File: config.mk
export PLATFORM = sky130hd
export DESIGN_NAME = fetch_queue
export DESIGN_NICKNAME = d
export VERILOG_FILES = /design/src/rtl/fetch_queue.sv
export SDC_FILE = /design/constraint.sdc
export NUM_CORES = 1
export LEC_CHECK = 0
export CAP_MARGIN = 25
export CORE_UTILIZATION = 55
export CTS_BUF_LIST = sky130_fd_sc_hd__clkbuf_8
export CTS_CLUSTER_DIAMETER = 50
export DETAILED_ROUTE_END_ITERATION = 10
export PLACE_DENSITY = 0.88
export SYNTH_ARGS = -nofsm -noshare
export SYNTH_HDL_FRONTEND = slang
export SYNTH_SLANG_ARGS = --single-unit
File: constraint.sdc
create_clock -name clk -period 6.6 [get_ports clk]
set_input_delay 1.32 -clock clk [delete_from_list [all_inputs] [get_ports clk]]
set_output_delay 1.32 -clock clk [all_outputs]
set_load 0.03 [all_outputs]
File: src/rtl/fetch_queue.sv
// fetch_queue: circular-buffer instruction fetch queue with first-word-fall-through
// output, branch-mispredict flush and occupancy flags.
//
// Optional feature macro: FETCH_QUEUE_BYPASS_EN -- when defined, an enqueue into
// an empty queue while the consumer is ready is forwarded straight to deq_*
// in the same cycle and is not stored.
//
// Ports:
//   clk          sole clock, rising edge
//   rst          asynchronous active-low reset
//   flush        discard all queued entries (wins over same-cycle enq/deq)
//   enq_valid    producer offers enq_data
//   enq_data     payload to enqueue
//   enq_ready    queue accepts this cycle (!full | deq_ready)
//   deq_valid    deq_data holds the oldest entry
//   deq_data     oldest entry (combinational read of the head slot)
//   deq_ready    consumer takes deq_data
//   count        current occupancy
//   empty/full   count == 0 / count == DEPTH
//   almost_full  free entries <= AFULL_MARGIN
module fetch_queue #(
  parameter int unsigned WIDTH        = 66,
  parameter int unsigned DEPTH        = 8,
  parameter int unsigned AFULL_MARGIN = 2
) (
  input  logic                       clk,
  input  logic                       rst,
  input  logic                       flush,
  input  logic                       enq_valid,
  input  logic [WIDTH-1:0]           enq_data,
  output logic                       enq_ready,
  output logic                       deq_valid,
  output logic [WIDTH-1:0]           deq_data,
  input  logic                       deq_ready,
  output logic [$clog2(DEPTH+1)-1:0] count,
  output logic                       empty,
  output logic                       full,
  output logic                       almost_full
);

  localparam int unsigned PTR_W = $clog2(DEPTH);
  localparam int unsigned CNT_W = $clog2(DEPTH + 1);

  // Elaboration-time parameter sanity checks.
  if (DEPTH < 2 || (DEPTH & (DEPTH - 1)) != 0) begin : g_depth_chk
    $error("fetch_queue: DEPTH must be a power of two and at least 2");
  end
  if (AFULL_MARGIN < 1 || AFULL_MARGIN > DEPTH - 1) begin : g_margin_chk
    $error("fetch_queue: AFULL_MARGIN must be in 1..DEPTH-1");
  end

  logic [PTR_W-1:0] head_q, head_d;
  logic [PTR_W-1:0] tail_q, tail_d;
  logic [CNT_W-1:0] count_q, count_d;
  logic [WIDTH-1:0] mem_q [DEPTH];

  logic do_deq;
  logic wr_en;
  logic mem_we;

  // Status flags come from the registered count only.
  always_comb begin
    count       = count_q;
    empty       = (count_q == '0);
    full        = (count_q == CNT_W'(DEPTH));
    almost_full = ((DEPTH - 32'(count_q)) <= AFULL_MARGIN);
  end

  // Handshakes and output datapath.
  always_comb begin
    enq_ready = !full || deq_ready;
    deq_valid = !empty;
    deq_data  = mem_q[head_q];
    do_deq    = !empty && deq_ready;
    wr_en     = enq_valid && enq_ready;
`ifdef FETCH_QUEUE_BYPASS_EN
    // Empty queue with a ready consumer: forward the offered word, store nothing.
    if (empty && enq_valid && deq_ready) begin
      deq_valid = 1'b1;
      deq_data  = enq_data;
      wr_en     = 1'b0;
    end
`endif
    mem_we = wr_en && !flush;
  end

  // Pointer and occupancy next-state; flush overrides any handshake.
  always_comb begin
    head_d  = head_q;
    tail_d  = tail_q;
    count_d = count_q;
    if (flush) begin
      head_d  = '0;
      tail_d  = '0;
      count_d = '0;
    end else begin
      if (wr_en) begin
        tail_d = tail_q + PTR_W'(1);
      end
      if (do_deq) begin
        head_d = head_q + PTR_W'(1);
      end
      case ({wr_en, do_deq})
        2'b10:   count_d = count_q + CNT_W'(1);
        2'b01:   count_d = count_q - CNT_W'(1);
        default: count_d = count_q;
      endcase
    end
  end

  // Control state; reset clears it asynchronously.
  always_ff @(posedge clk or negedge rst) begin
    if (!rst) begin
      head_q  <= '0;
      tail_q  <= '0;
      count_q <= '0;
    end else begin
      head_q  <= head_d;
      tail_q  <= tail_d;
      count_q <= count_d;
    end
  end

  // Payload storage is intentionally not reset.
  always_ff @(posedge clk) begin
    if (mem_we) begin
      mem_q[tail_q] <= enq_data;
    end
  end

endmodule

==> results of run 1 <==
[registers in the layout, indices dropped and copies added, names as in the netlist]
| register | cells |
|---|---|
| count | 4 |
| head_q | 3 |
| mem_q | 528 |
| tail_q | 3 |
[logic make-up after synthesis]
group           share of synthesized area, %
flops                                   78.4
mux                                     18.2
buf+inv                                 1.25
simple gates                            1.09
compound gates                         0.384
xor+xnor                               0.341
fa+ha+maj                              0.304
[worst register-to-register path, delay by kind of cell, from the launching register on]
family	cells	cell delay (ns)
AND/OR/NAND/NOR	5	1.76
adder cells (fa/ha/maj)	1	0.25
buffers and inverters	2	0.53
flip-flops	1	0.45
[cell type report]
cell class / count / area share [%]
sequential: 538 / 66.6
clock inverter: 62 / 1.30
inverter: 6 / 0.0931
clock buffer: 86 / 4.89
tap: 468 / 2.42
multi-input combinational: 271 / 17.6
timing repair buffer: 164 / 7.09
[layout by cell type, fill, tap and decap left out, drive strengths merged, types with 10 or more instances in the layout]
cell type and count:
nor2 16, dfrtp 10, edfxtp 528, buf 19, clkinv 36, clkbuf 86
inv 26, mux4 132, clkdlybuf4s50 145, mux2 67
[metal layers]
layer | GRT usage, % | up-vias | part of all wire (%)
met3 | 5.22 | 62 | 6.2
li1 | - | 4055 | -
met1 | 26.0 | 4839 | 39
met4 | 7.64 | 0 | 2.2
met2 | 35.9 | 286 | 53
met5 | 0 | - | 0
[power groups by stage]
stage / Sequential, mW / Clock [mW] / Combinational, mW
after floorplan: 3.96 / 0 / 1.27
after global placement: 4.01 / 0 / 1.74
after detailed placement: 4.02 / 0 / 1.77
after CTS: 3.95 / 2.56 / 1.78
after global routing: 3.93 / 2.71 / 1.89
final: 3.92 / 2.50 / 1.78
[stage by stage]
| step | instance area (sq um) | util (%) | std cells | worst slack [ns] |
|---|---|---|---|---|
| global placement | 22600 | 61.7 | 1445 | 2.20 |
| finish | 24200 | 65.9 | 1595 | 1.80 |
| CTS | 24100 | 65.8 | 1593 | 1.66 |
| detailed placement | 22600 | 61.7 | 1445 | 2.16 |
| floorplan | 20600 | - | 855 | 1.16 |
| global route | 24200 | 65.9 | 1595 | 1.57 |
[path summary, 6_finish.rpt]
kind	startpoint	endpoint	slack, ns	cells past startpoint
min in group asynchronous	rst	tail_q[0]	1.02	1
worst min-delay path	tail_q[0]	tail_q[0]	0.62	2
worst max register to register	count[1]	mem_q[2][4]	3.24	8
worst max-delay path	head_q[0]	deq_data[24]	1.80	4
worst min register to register	tail_q[0]	tail_q[0]	0.62	2
max in group asynchronous	rst	head_q[1]	5.20	1
==> flow_summary.ini, run 1 <==
[run_status]
status = finished, final reports clean

[synthesis]
seq_area_frac_synth_pct = 78.4
synth_flop_cell = edfxtp_1
ys_async_sr_fraction_pct = 1.86
netlist_top_cells_count = edfxtp_1, mux4_2, mux2_2, buf_2, nor2_1
synth_top_area_cell = edfxtp_1
yosys.area.top_type_share_pct = 77.2
ys_top_cells_by_area = edfxtp_1, mux4_2, mux2_2, dfrtp_1, buf_6
synth.most_common_cell = edfxtp_1
syn_inst = 855
synth_warnings = 0
synth_edf_count = 528
ys_types = 36
ys_ff_latch = 538
avgSynthCellArea_sq_um = 24.0
syn_area_sq_um = 20500
synth_nets = 931

[die]
core_area_sq_um = 36700
floorplan.initialDensity_pct = 56.0
die_h_microns = 195
die_w_microns = 195
ioPinCount = 146
dieArea_sq_um = 38100
num_rows = 70

[clock_network]
post_cts_buffers = 0
cts_sinks = 538
cts_tree = done
cts_resized = 0
cts.clk_slew.worst_paths_ns = 0.06
cts_root_buffer = clkbuf_8
cts_buffer_depth = 3
numCtsBuffers = 84
clock_latency_ns = 0.63
hold_buffers = 0
h-tree-depth = 3

[route]
vias_per_cell = 5.79
wl_per_cell_microns = 24.0
ant_nets = 0
route.detailed.drc = 0
dr_total_vias = 9242
drtIter0Drc = 672
drt_first_pass_iters = 4
wirelength_mm = 38.3

[critical_path]
cp-end-kind = output port
cp-start-kind = flip-flop
cp_max_fo = 70
max_stage_delay_ns = 0.76
required_ns = 5.28
crit_slowest_cell = dfrtp_4
critical-path-top-delay-family = buffers and inverters
critPathKind = flip-flop to output port
arrival_ns = 3.48
path_cells = buf_12, mux4_2, mux2_2, clkdlybuf4s50_1
critPathBufInv = 2

[sta]
rsz0062_at_grt = false
period_needed_ns = 4.80
maxSlewHeadroom_pct = 30.2
whs_ns = 0.618
final_hold_viol_count = 0
setup_viol = 0
finClkSkew_ns = 0.0166
clock.fmax_ghz = 0.208
tns_ns = 0
tightest_slew_ns = 1.04
slew_violations = 0
fin_crit_sh_pct = 72.8

[global_route]
antenna_found_initial = 0
grt_pass1_vias = 10200
grt_max_degree = 72
overflow = 0
grt_first_pass_wirelength_mm = 58.5
grt_usage_pct = 20.9

[layout]
multiInputGateArea_sq_um = 4250
area_growth_pct = 17.7
fill_cells = 2247
insertedDiodeCount = 0
drive_gt1_share_pct = 29.5
finalNetCount = 1141
register_area_sq_um = 16100

[pwr]
p_per_area_nw_per_um2 = 339
netSwitchingFraction_pct = 26.7
p_sw_mw = 2.19
p_int_mw = 6.01
finalPower_mw = 8.20
seqPwrFrac_pct = 47.8
p_leak_nw = 7.55
clockPowerShare_pct = 30.5
peakVddDrop_uv = 254
pwr-share-comb_pct = 21.7

[placed_design]
place_hpwl_mm = 20.5
gp_congestion = 0.742
port_buffers = 145

[job]
cap_viol_max_count = 0

[min_path]
min_path_type = flip-flop to flip-flop
Power figures use the tool's default switching activity.
==> run 2: changes to the inputs <==
--- a/config.mk
+++ b/config.mk
@@ -6,11 +6,11 @@
 export NUM_CORES = 1
 export LEC_CHECK = 0
 export CAP_MARGIN = 25
-export CORE_UTILIZATION = 55
+export CORE_UTILIZATION = 61
 export CTS_BUF_LIST = sky130_fd_sc_hd__clkbuf_8
 export CTS_CLUSTER_DIAMETER = 50
 export DETAILED_ROUTE_END_ITERATION = 10
-export PLACE_DENSITY = 0.88
+export PLACE_DENSITY = 0.92
 export SYNTH_ARGS = -nofsm -noshare
 export SYNTH_HDL_FRONTEND = slang
 export SYNTH_SLANG_ARGS = --single-unit
==> constraint.sdc (replaced) <==
create_clock -name clk -period 4.6 [get_ports clk]
set_input_delay 0.92 -clock clk [delete_from_list [all_inputs] [get_ports clk]]
set_output_delay 0.92 -clock clk [all_outputs]
set_load 0.03 [all_outputs]
==> run 2 against run 1 <==
Highest routed layer is now met5. Combinational power increased by 45%. Clock skew increased by 0.0053 ns. Critical path type unchanged. Sequential power increased by 43%. Total power increased by 43%. First-iteration DRC count increased by 22%. Sequential share of layout area increased by 0.24 points. Die area decreased by 9.7%. Final area decreased by 0.35%. Hold slack improved by 0.0076 ns. Critical endpoint is now deq_data[30].
==> flow_summary.ini, run 2 (synthesized netlist as in run 1, its figures left out) <==
[run_status]
status = finished, final reports clean

[layout]
postLayoutCellArea_sq_um = 24100
largest_reg_flops = 528
fill_cells = 1819
drive_gt1_share_pct = 29.7
final_cell_count_no_fill = 1571
final_common_cell = edfxtp_1
final_cell_mix = edfxtp_1, clkdlybuf4s50_1, mux4_2
top_register = mem_q
insertedDiodeCount = 0
finalNetCount = 1140
area_growth_pct = 17.3
fin_util_pct = 73.3

[route]
drtIter0Drc = 822
wl_per_cell_microns = 24.3
vias_per_cell = 5.93
route.detailed.drc = 0
ant_nets = 0
drt_first_pass_iters = 5
wirelength_mm = 38.2
dr_total_vias = 9322

[clock_network]
numCtsBuffers = 80
hold_buffers = 0
post_cts_buffers = 0
cts.clk_slew.worst_paths_ns = 0.06
cts_tree = done
cts_sinks = 538
clock_latency_ns = 0.59
cts_buffer_depth = 3
cts_root_buffer = clkbuf_8
h-tree-depth = 3
cts_resized = 0

[critical_path]
critical-path-top-delay-family = buffers and inverters
required_ns = 3.68
r2r_start = count[1]
cp_num_cells = 4
arrival_ns = 3.07
max_stage_delay_ns = 0.60
critPathBufInv = 2
critPathKind = flip-flop to output port
crit_slowest_cell = mux4_2
cp-end-kind = output port
path_cells = buf_12, mux4_2, mux2_2, clkdlybuf4s50_1
r2r_end = mem_q[0][35]
ff2ff_path_depth = 8
cp_max_fo = 74
cp-start-kind = flip-flop
rrSetupSlack_ns = 1.71

[pwr]
peakVddDrop_uv = 471
p_per_area_nw_per_um2 = 486
finalPower_mw = 11.7
p_leak_nw = 7.59

[global_route]
use_met2_pct = 37.9
grt_usage_pct = 23.3
use_met1_pct = 30.8
antenna_found_initial = 2
grt_max_degree = 75
grt_pass1_vias = 10200
top_usage_layer = met2
grt_first_pass_wirelength_mm = 58.2
grt_use_met3_pct = 6.16
overflow = 0

[sta]
tightest_slew_ns = 0.681
fin_crit_sh_pct = 86.8
clock.fmax_ghz = 0.250
whs_ns = 0.626
finClkSkew_ns = 0.0219
fin_ws_ns = 0.607
final_hold_viol_count = 0
rsz0062_at_grt = false
slew_violations = 0
tns_ns = 0
setup_viol = 0
period_needed_ns = 3.99
maxSlewHeadroom_pct = 54.6

[placed_design]
place_hpwl_mm = 20.7
place_area_sq_um = 22600
port_buffers = 145
place_ws_ns = 1.08
gp_congestion = 0.755
placed_cells = 1424

[die]
die_h_microns = 186
die_w_microns = 186
num_rows = 66
core_area_sq_um = 32900
ioPinCount = 146
floorplan.initialDensity_pct = 62.5
dieArea_sq_um = 34400

[min_path]
min_path_type = flip-flop to flip-flop
hold_depth = 2
whs_endpoint = tail_q[0]
min-delay-start = tail_q[0]

[job]
cap_viol_max_count = 0
-- run 2: layout make-up --
cell class                 count  area (sq um)  share of cell area, %
clock inverter                60           297                   1.23
inverter                       6          22.5                 0.0934
clock buffer                  87          1200                   4.97
sequential                   538         16100                   66.9
multi-input combinational    271          4250                   17.6
tap                          442           553                   2.29
timing repair buffer         167          1670                   6.91
-- run 2: worst register-to-register path, cell delays in order (launching register included) --
cell and delay, ns:
dfrtp_1 0.46, inv_1 0.12, ha_1 0.25, nand3b_1 0.11, or2_1 0.18, nand2_1 0.13, or3_1 0.51, nor3_4 0.20
buf_4 0.53
-- run 2: layer usage --
metal,vias to the layer above,wire length (microns)
met2,311,19200
li1,4059,-
met5,-,28
met1,4882,15500
met4,4,811
met3,66,2630
-- run 2: how the worst max path moves through the flow --
stage                     startpoint            to  slack [ns]
after floorplan             count[0]   mem_q[2][0]       -0.58
after global placement     deq_ready  mem_q[0][35]        1.15
after detailed placement   deq_ready  mem_q[0][26]        1.08
after CTS                  head_q[0]  deq_data[42]        0.54
after global routing       head_q[0]   deq_data[1]        0.44
final                      head_q[0]  deq_data[30]        0.61
-- run 2: report_power, final --
part	switching [mW]	internal, mW	total, mW
Combinational	1.32	1.26	2.58
Clock	1.69	1.85	3.55
Sequential	0.0775	5.52	5.59
Total	3.09	8.63	11.7
